### src/rtl/y_bridge_driver.sv
`default_nettype none
// ============================================================================
//  Module      : y_bridge_driver
//  Description : Y-axis H-bridge gate driver. It synchronises the PWM request,
//                direction and over-current inputs. It inserts dead time on
//                every turn-on and turn-off, and latches bridge faults until
//                they are cleared. It also counts drive pulses, saturating
//                at all-ones.
//  Revision    : 1.0 - initial release
// ============================================================================
module y_bridge_driver #(
  parameter int DEAD_CYCLES = 4,
  parameter int CNT_W       = 16
) (
  input  logic             sysclk,
  input  logic             Reset,
  input  logic             Pulse_In,
  input  logic             Dir,
  input  logic             Fault_In,
  input  logic             Clear_Fault,
  output logic             HS_A,
  output logic             LS_A,
  output logic             HS_B,
  output logic             LS_B,
  output logic             Fault_Latched,
  output logic [CNT_W-1:0] Pulse_Count
);

  // Controller states
  localparam logic [2:0] ST_IDLE     = 3'd0;
  localparam logic [2:0] ST_DEAD_ON  = 3'd1;
  localparam logic [2:0] ST_DRIVE    = 3'd2;
  localparam logic [2:0] ST_DEAD_OFF = 3'd3;
  localparam logic [2:0] ST_FAULT    = 3'd4;

  // The dead counter runs 0 .. DEAD_CYCLES-1. Six bits cover the 1-63 range.
  localparam logic [5:0]       DEAD_LAST = 6'(DEAD_CYCLES - 1);
  localparam logic [CNT_W-1:0] CNT_MAX   = {CNT_W{1'b1}};
  localparam logic [CNT_W-1:0] CNT_ONE   = {{(CNT_W-1){1'b0}}, 1'b1};

  // Two-stage synchronisers for the asynchronous inputs
  logic p_meta_q, p_meta_d, p_s_q, p_s_d;
  logic d_meta_q, d_meta_d, d_s_q, d_s_d;
  logic f_meta_q, f_meta_d, f_s_q, f_s_d;

  // Control state
  logic [2:0]       state_q, state_d;
  logic [5:0]       dead_cnt_q, dead_cnt_d;
  logic             dir_q, dir_d;
  logic [CNT_W-1:0] pulse_cnt_q, pulse_cnt_d;

  // Next-state logic: synchronisers, FSM, dead counter, direction and pulse count
  always_comb begin
    p_meta_d    = Pulse_In;
    p_s_d       = p_meta_q;
    d_meta_d    = Dir;
    d_s_d       = d_meta_q;
    f_meta_d    = Fault_In;
    f_s_d       = f_meta_q;

    state_d     = state_q;
    dead_cnt_d  = dead_cnt_q;
    dir_d       = dir_q;
    pulse_cnt_d = pulse_cnt_q;

    // The count clear is tied to the current IDLE state. It does not depend on
    // the transition taken, so it still happens on the edge that leaves IDLE.
    if ((state_q == ST_IDLE) && Clear_Fault) begin
      pulse_cnt_d = '0;
    end

    if (f_s_q) begin
      // An over-current flag overrides every other transition.
      state_d = ST_FAULT;
    end else begin
      case (state_q)
        ST_IDLE: begin
          if (p_s_q) begin
            state_d    = ST_DEAD_ON;
            dir_d      = d_s_q;
            dead_cnt_d = '0;
          end
        end

        ST_DEAD_ON: begin
          if (!p_s_q) begin
            // Request withdrawn before the bridge was enabled. Run the full
            // turn-off dead time anyway, so the timing stays simple.
            state_d    = ST_DEAD_OFF;
            dead_cnt_d = '0;
          end else if (dead_cnt_q == DEAD_LAST) begin
            state_d    = ST_DRIVE;
            dead_cnt_d = '0;
            if (pulse_cnt_q != CNT_MAX) begin
              pulse_cnt_d = pulse_cnt_q + CNT_ONE;
            end
          end else begin
            dead_cnt_d = dead_cnt_q + 6'd1;
          end
        end

        ST_DRIVE: begin
          // A direction change never flips diagonals directly. It always
          // goes back through DEAD_OFF and IDLE.
          if (!p_s_q || (d_s_q != dir_q)) begin
            state_d    = ST_DEAD_OFF;
            dead_cnt_d = '0;
          end
        end

        ST_DEAD_OFF: begin
          if (dead_cnt_q == DEAD_LAST) begin
            state_d    = ST_IDLE;
            dead_cnt_d = '0;
          end else begin
            dead_cnt_d = dead_cnt_q + 6'd1;
          end
        end

        ST_FAULT: begin
          // f_s is known low here, because the fault branch above has priority.
          if (Clear_Fault) begin
            state_d    = ST_IDLE;
            dead_cnt_d = '0;
          end
        end

        default: begin
          state_d    = ST_IDLE;
          dead_cnt_d = '0;
        end
      endcase
    end
  end

  // State registers with synchronous active-high reset
  always_ff @(posedge sysclk) begin
    if (Reset) begin
      p_meta_q    <= 1'b0;
      p_s_q       <= 1'b0;
      d_meta_q    <= 1'b0;
      d_s_q       <= 1'b0;
      f_meta_q    <= 1'b0;
      f_s_q       <= 1'b0;
      state_q     <= ST_IDLE;
      dead_cnt_q  <= '0;
      dir_q       <= 1'b0;
      pulse_cnt_q <= '0;
    end else begin
      p_meta_q    <= p_meta_d;
      p_s_q       <= p_s_d;
      d_meta_q    <= d_meta_d;
      d_s_q       <= d_s_d;
      f_meta_q    <= f_meta_d;
      f_s_q       <= f_s_d;
      state_q     <= state_d;
      dead_cnt_q  <= dead_cnt_d;
      dir_q       <= dir_d;
      pulse_cnt_q <= pulse_cnt_d;
    end
  end

  // Moore output decode. Each diagonal is driven only in DRIVE, so a
  // high side and the low side below it are never on together.
  always_comb begin
    HS_A = 1'b0;
    LS_A = 1'b0;
    HS_B = 1'b0;
    LS_B = 1'b0;
    if (state_q == ST_DRIVE) begin
      if (dir_q) begin
        HS_B = 1'b1;
        LS_A = 1'b1;
      end else begin
        HS_A = 1'b1;
        LS_B = 1'b1;
      end
    end
  end

  assign Fault_Latched = (state_q == ST_FAULT);
  assign Pulse_Count   = pulse_cnt_q;

endmodule
`default_nettype wire

### config.mk
export PLATFORM = sky130hd
export DESIGN_NAME = y_bridge_driver
export DESIGN_NICKNAME = d
export VERILOG_FILES = /design/src/rtl/y_bridge_driver.sv
export SDC_FILE = /design/constraint.sdc
export NUM_CORES = 1
export LEC_CHECK = 0
export CAP_MARGIN = 20
export CELL_PAD_IN_SITES_DETAIL_PLACEMENT = 1
export CELL_PAD_IN_SITES_GLOBAL_PLACEMENT = 2
export CORE_MARGIN = 3
export CORE_UTILIZATION = 32
export CTS_BUF_LIST = sky130_fd_sc_hd__clkbuf_4
export CTS_CLUSTER_DIAMETER = 120
export DETAILED_ROUTE_END_ITERATION = 16
export HOLD_SLACK_MARGIN = 0.08
export PLACE_DENSITY = 0.85
export SLEW_MARGIN = 5
export SYNTH_ARGS = -nofsm -noshare
export SYNTH_HDL_FRONTEND = slang
export SYNTH_SLANG_ARGS = --single-unit
### constraint.sdc
create_clock -name sysclk -period 2.9 [get_ports sysclk]
set_input_delay 0.87 -clock sysclk [delete_from_list [all_inputs] [get_ports sysclk]]
set_output_delay 0.87 -clock sysclk [all_outputs]
set_load 0.01 [all_outputs]
==> results.txt, run 1 <==
CP Class - reg2out
final core utilization - 0.417
Setup Buffers After CTS - 0
Placement Setup Slack - 0.111 ns
post-detail-place hpwl - 3270 um
Critical Path RT - 2.03 ns
CORE AREA - 0.00491 mm^2
initial core utilization - 0.345
GRT overflow - 0
Critical path buffers and inverters - 1
width of the die - 78.8 um
Max-Cap Viols - 0
Main synth FF type - dfxtp_1
DR iter-0 viols - 58
Max clock buf depth - 2
Num CTS Buffers - 5
vias in the first global route - 1561
register area share after synthesis - 0.378
NetSw - 0.000219 W
# IOs - 27
global-route wire length before repair - 7860 um
post-route ant nets - 0
Final period util - 0.888
clk slew on worst S/H paths - 0.10 ns
Internal - 0.000589 W
worst path cell trace - nor2_1 -> nand2_1 -> nor2_1 -> clkdlybuf4s50_1
Avg Cell Area, Syn - 8.69 um^2
H-tree levels - 2
drt wl/cell - 16.3 um
Resized cells post-CTS - 0
max_slew headroom - 0.312
asr flop ratio synth - 0
num rows - 25
Final Setup Violations - 0
Num Clock Sinks - 32
commonest non-fill, non-tap cell in the layout - dfxtp_1
FMAX - 388 MHz
syn_nets - 203
switch share - 0.271
CP peak stage delay - 0.55 ns
Setup crit end kind - output pin
drt drc - 0
#FFs+latches synth - 32
RSZ-0062 raised after global routing - false
Slew Limit Fails - 0
Post-Route Setup TNS - 0 ns
RD Place Congestion - 0.741
clock power share - 0.317
library cells used by synthesis - 45
most frequent cells in the layout - dfxtp_1 (32), clkdlybuf4s50_1 (26), or3_1 (15)
Total GRT Usage - 0.159
Yosys Warn Count - 0
initial antenna violation count - 0
die height - 78.8 um
Hold Path Class - reg2reg
CP delay by family, top - buffers and inverters
combinational power share - 0.115
PortBufs - 26
Post-Route WL - 4640 um
Clock Latency Late Sink - 0.33 ns
Static Leak - 0.651 nW
Post-Syn Instances - 195
PD cells - 394 mW/mm^2
Slowest cell on crit path - clkdlybuf4s50_1
Least-Margin Pin Slew - 1.03 ns
Post-CTS Hold Buffers - 0
share of post-route cells with drive strength above 1 - 0.0688
final net count - 226
Layout area overhead - 21.0%
sequential power share - 0.568
most used cell, CP - nor2_1
Critical Path AT - 1.71 ns
drt first pass iters - 4
Root Driver - clkbuf_4
Post-Syn Area - 0.00169 mm^2
outcome - finished, final reports clean
TritonCTS clock tree - built
Via density - 5.62
final worst setup slack - 0.325 ns
FILL cells - 580
skew final - 0.00461 ns
crit-path max FO - 7
Tmin final - 2.58 ns
die area - 0.00620 mm^2
peak supply drop - 0.000139 V
Hold WS - 0.452 ns
detailed-route via count - 1602
Inserted Diodes - 0
largest net degree at the start of global routing - 31
CP startpoint kind - flop
number of synthesized flops with an enable pin - 0
Fin. Hold Viols - 0
==> synthesized netlist by cell type (3+ instances only) <==
| master | instances | area (um^2) |
|---|---|---|
| or3_1 | 15 | 93.8 |
| and4_1 | 5 | 43.8 |
| mux2i_1 | 8 | 80.1 |
| a21oi_1 | 4 | 20.0 |
| o32ai_1 | 4 | 35.0 |
| o21ai_0 | 3 | 15.0 |
| clkbuf_1 | 9 | 33.8 |
| o21a_1 | 3 | 22.5 |
| a211oi_1 | 5 | 37.5 |
| nor2b_1 | 6 | 37.5 |
| nand2_1 | 11 | 41.3 |
| or4_1 | 4 | 30.0 |
| nor2_1 | 9 | 33.8 |
| o31ai_1 | 4 | 30.0 |
| dfxtp_1 | 32 | 641 |
| nand4_1 | 7 | 43.8 |
| inv_1 | 7 | 26.3 |
| nor4_1 | 3 | 18.8 |
| buf_4 | 3 | 22.5 |
| nor3_1 | 4 | 20.0 |
| nand3_1 | 14 | 70.1 |
| a21boi_1 | 3 | 22.5 |
==> through the flow <==
stage	power (W)	area, um^2	std cells
6_report	0.000807	2050	285
5_1_grt	0.000854	2050	285
4_1_cts	0.000815	2050	285
3_5_place_dp	0.000561	2000	278
3_3_place_gp	0.000559	2000	278
2_1_floorplan	0.000527	1690	195
==> area by class of cell <==
type                       count  area [um^2]  share of cell area
inverter                       7         26.3              0.0128
multi-input combinational    143          966               0.471
tap                           67         83.8              0.0409
timing repair buffer          29          283               0.138
sequential                    32          641               0.313
clock buffer                   6         45.0              0.0220
clock inverter                 1         5.00             0.00244
==> cells by family (layout without fill, tap and decap cells) <==
family / Yosys count / in the layout / share of synthesized area
AND/OR/NAND/NOR: 92 / 92 / 0.326
AO/OA/AOI/OAI: 39 / 39 / 0.171
flip-flops: 32 / 32 / 0.378
buffers and inverters: 20 / 43 / 0.0517
multiplexers: 8 / 8 / 0.0473
adder cells (fa/ha/maj): 2 / 2 / 0.0148
XOR/XNOR: 2 / 2 / 0.0103
==> power by group through the flow <==
stage	registers, W	clock network, W	logic, W
3_3_place_gp	0.000468	0	0.0000906
4_1_cts	0.000458	0.000263	0.0000936
2_1_floorplan	0.000463	0	0.0000640
3_5_place_dp	0.000468	0	0.0000928
5_1_grt	0.000460	0.000289	0.000105
6_report	0.000458	0.000256	0.0000932
==> flip-flops by register name, summed over array words and instances (netlist names) <==
register	count
Pulse_Count	16
d_meta_q	1
d_s_q	1
dead_cnt_q	6
dir_q	1
f_meta_q	1
f_s_q	1
p_meta_q	1
p_s_q	1
state_q	3
==> worst paths after layout <==
check	start	endpoint	slack, ns	cells after the start
worst min-delay path	f_meta_q	f_s_q	0.45	1
worst max-delay path	state_q[0]	LS_B	0.32	4
worst min register to register	f_meta_q	f_s_q	0.45	1
worst max register to register	f_s_q	Pulse_Count[14]	0.50	4
==> metal layers <==
layer	GRT usage	wire length, um	share of wire
met5	0	0	0
met4	0.0594	81	0.017
met3	0.0385	126	0.027
met2	0.222	2000	0.43
met1	0.234	2430	0.52
No activity file was read; power rests on OpenSTA's default activity.
==> run 2: changes to the inputs <==
--- a/config.mk
+++ b/config.mk
@@ -14,7 +14,8 @@
 export CTS_CLUSTER_DIAMETER = 120
 export DETAILED_ROUTE_END_ITERATION = 16
 export HOLD_SLACK_MARGIN = 0.08
-export PLACE_DENSITY = 0.85
+export PLACE_DENSITY_LB_ADDON = 0.2
+export SKIP_CTS_REPAIR_TIMING = 1
 export SLEW_MARGIN = 5
 export SYNTH_ARGS = -nofsm -noshare
 export SYNTH_HDL_FRONTEND = slang
==> results.txt, run 2 (synthesis results as in run 1) <==
outcome - finished, final reports clean (unchanged)
commonest non-fill, non-tap cell in the layout - dfxtp_1 (unchanged)
Num Clock Sinks - 32 (unchanged)
final core utilization - 0.422 (was 0.417)
drt wl/cell - 16.5 um (was 16.3 um)
post-detail-place hpwl - 3380 um (was 3270 um)
DR iter-0 viols - 115 (was 58)
RD Place Congestion - 0.789 (was 0.741)
CP startpoint kind - flop (unchanged)
Final period util - 0.888 (about the same)
die area - 0.00620 mm^2 (unchanged)
Post-Route WL - 4710 um (was 4640 um)
crit-path max FO - 7 (unchanged)
peak supply drop - 0.000194 V (was 0.000139 V)
Max clock buf depth - 2 (unchanged)
most frequent cells in the layout - dfxtp_1 (32), clkdlybuf4s50_1 (26), or3_1 (15) (unchanged)
Total GRT Usage - 0.162 (was 0.159)
drt drc - 0 (unchanged)
Static Leak - 0.660 nW (was 0.651 nW)
TritonCTS clock tree - built (unchanged)
Critical Path RT - 2.03 ns (about the same)
RSZ-0062 raised after global routing - false (unchanged)
num rows - 25 (unchanged)
CP Class - reg2out (unchanged)
Least-Margin Pin Slew - 0.942 ns (was 1.03 ns)
Hold Path Class - reg2reg (unchanged)
fin cells - 286 (was 285)
Inserted Diodes - 0 (unchanged)
skew final - 0.00879 ns (was 0.00461 ns)
post-route ant nets - 0 (unchanged)
Max-Cap Viols - 0 (unchanged)
share of post-route cells with drive strength above 1 - 0.0639 (was 0.0688)
max FFs per register - 16 (unchanged)
Slowest cell on crit path - clkdlybuf4s50_1 (unchanged)
Critical Path AT - 1.70 ns (was 1.71 ns)
vias in the first global route - 1593 (was 1561)
drt first pass iters - 4 (unchanged)
detailed-route via count - 1640 (was 1602)
PortBufs - 26 (unchanged)
global-route wire length before repair - 7930 um (was 7860 um)
FMAX - 388 MHz (about the same)
largest net degree at the start of global routing - 31 (unchanged)
Via density - 5.73 (was 5.62)
die height - 78.8 um (unchanged)
FILL cells - 583 (was 580)
Num CTS Buffers - 5 (unchanged)
clk slew on worst S/H paths - 0.11 ns (was 0.10 ns)
Setup crit end kind - output pin (unchanged)
DP Cell Count - 278 (unchanged)
CP peak stage delay - 0.55 ns (about the same)
max_slew headroom - 0.370 (was 0.312)
CORE AREA - 0.00491 mm^2 (unchanged)
Clock Latency Late Sink - 0.33 ns (about the same)
Tmin final - 2.57 ns (was 2.58 ns)
Post-Route Setup TNS - 0 ns (unchanged)
final net count - 226 (unchanged)
initial antenna violation count - 0 (unchanged)
Final Setup Violations - 0 (unchanged)
worst path cell trace - nor2_1 -> and3_1 -> clkdlybuf4s50_1 (was nor2_1 -> nand2_1 -> nor2_1 -> clkdlybuf4s50_1)
Hold WS - 0.446 ns (was 0.452 ns)
GRT overflow - 0 (unchanged)
PD cells - 429 mW/mm^2 (was 394 mW/mm^2)
H-tree levels - 2 (unchanged)
initial core utilization - 0.345 (unchanged)
Fin. Hold Viols - 0 (unchanged)
Root Driver - clkbuf_4 (unchanged)
Slew Limit Fails - 0 (unchanged)
width of the die - 78.8 um (unchanged)
# IOs - 27 (unchanged)
Layout area overhead - 22.5% (was 21.0%)
run 2: worst paths after layout:
check	startpoint	endpoint	slack (ns)	depth (start not counted)
worst max-delay path	state_q[0]	LS_A	0.33	3
worst min-delay path	f_meta_q	f_s_q	0.45	1
worst max register to register	f_s_q	Pulse_Count[4]	0.49	4
worst min register to register	f_meta_q	f_s_q	0.45	1
run 2: layout make-up:
cell class | instances | area (um^2) | area share
tap | 67 | 83.8 | 0.0404
clock buffer | 5 | 37.5 | 0.0181
timing repair buffer | 29 | 283 | 0.136
clock inverter | 3 | 37.5 | 0.0181
sequential | 32 | 641 | 0.309
multi-input combinational | 143 | 966 | 0.466
inverter | 7 | 26.3 | 0.0127
run 2: metrics by stage:
| stage | setup WS [ns] | cell area [um^2] | total power, W |
|---|---|---|---|
| after floorplan | 0.795 | 1690 | 0.000527 |
| after global placement | 0.203 | 2000 | 0.000557 |
| after detailed placement | 0.136 | 2000 | 0.000561 |
| after CTS | 0.300 | 2070 | 0.000900 |
| after global routing | 0.101 | 2070 | 0.000936 |
| final | 0.325 | 2070 | 0.000890 |
run 2: power breakdown:
| group | total [W] | switching (W) | internal (W) |
|---|---|---|---|
| Combinational | 0.0000924 | 0.0000493 | 0.0000431 |
| Sequential | 0.000459 | 0.0000116 | 0.000447 |
| Clock | 0.000338 | 0.000162 | 0.000176 |
| Total | 0.000890 | 0.000223 | 0.000666 |
run 2: routing by layer:
metal  vias up  track usage  share of wire
met4         0       0.0420          0.010
li1        788            -              -
met2        38        0.241           0.46
met5         -            0              0
met3         6       0.0374          0.038
met1       808        0.233           0.49
run 2: worst max-delay path, delay by kind of cell (launching register included):
family / cells / cell delay [ns]
buf+inv: 1 / 0.55
flops: 1 / 0.40
simple gates: 2 / 0.43
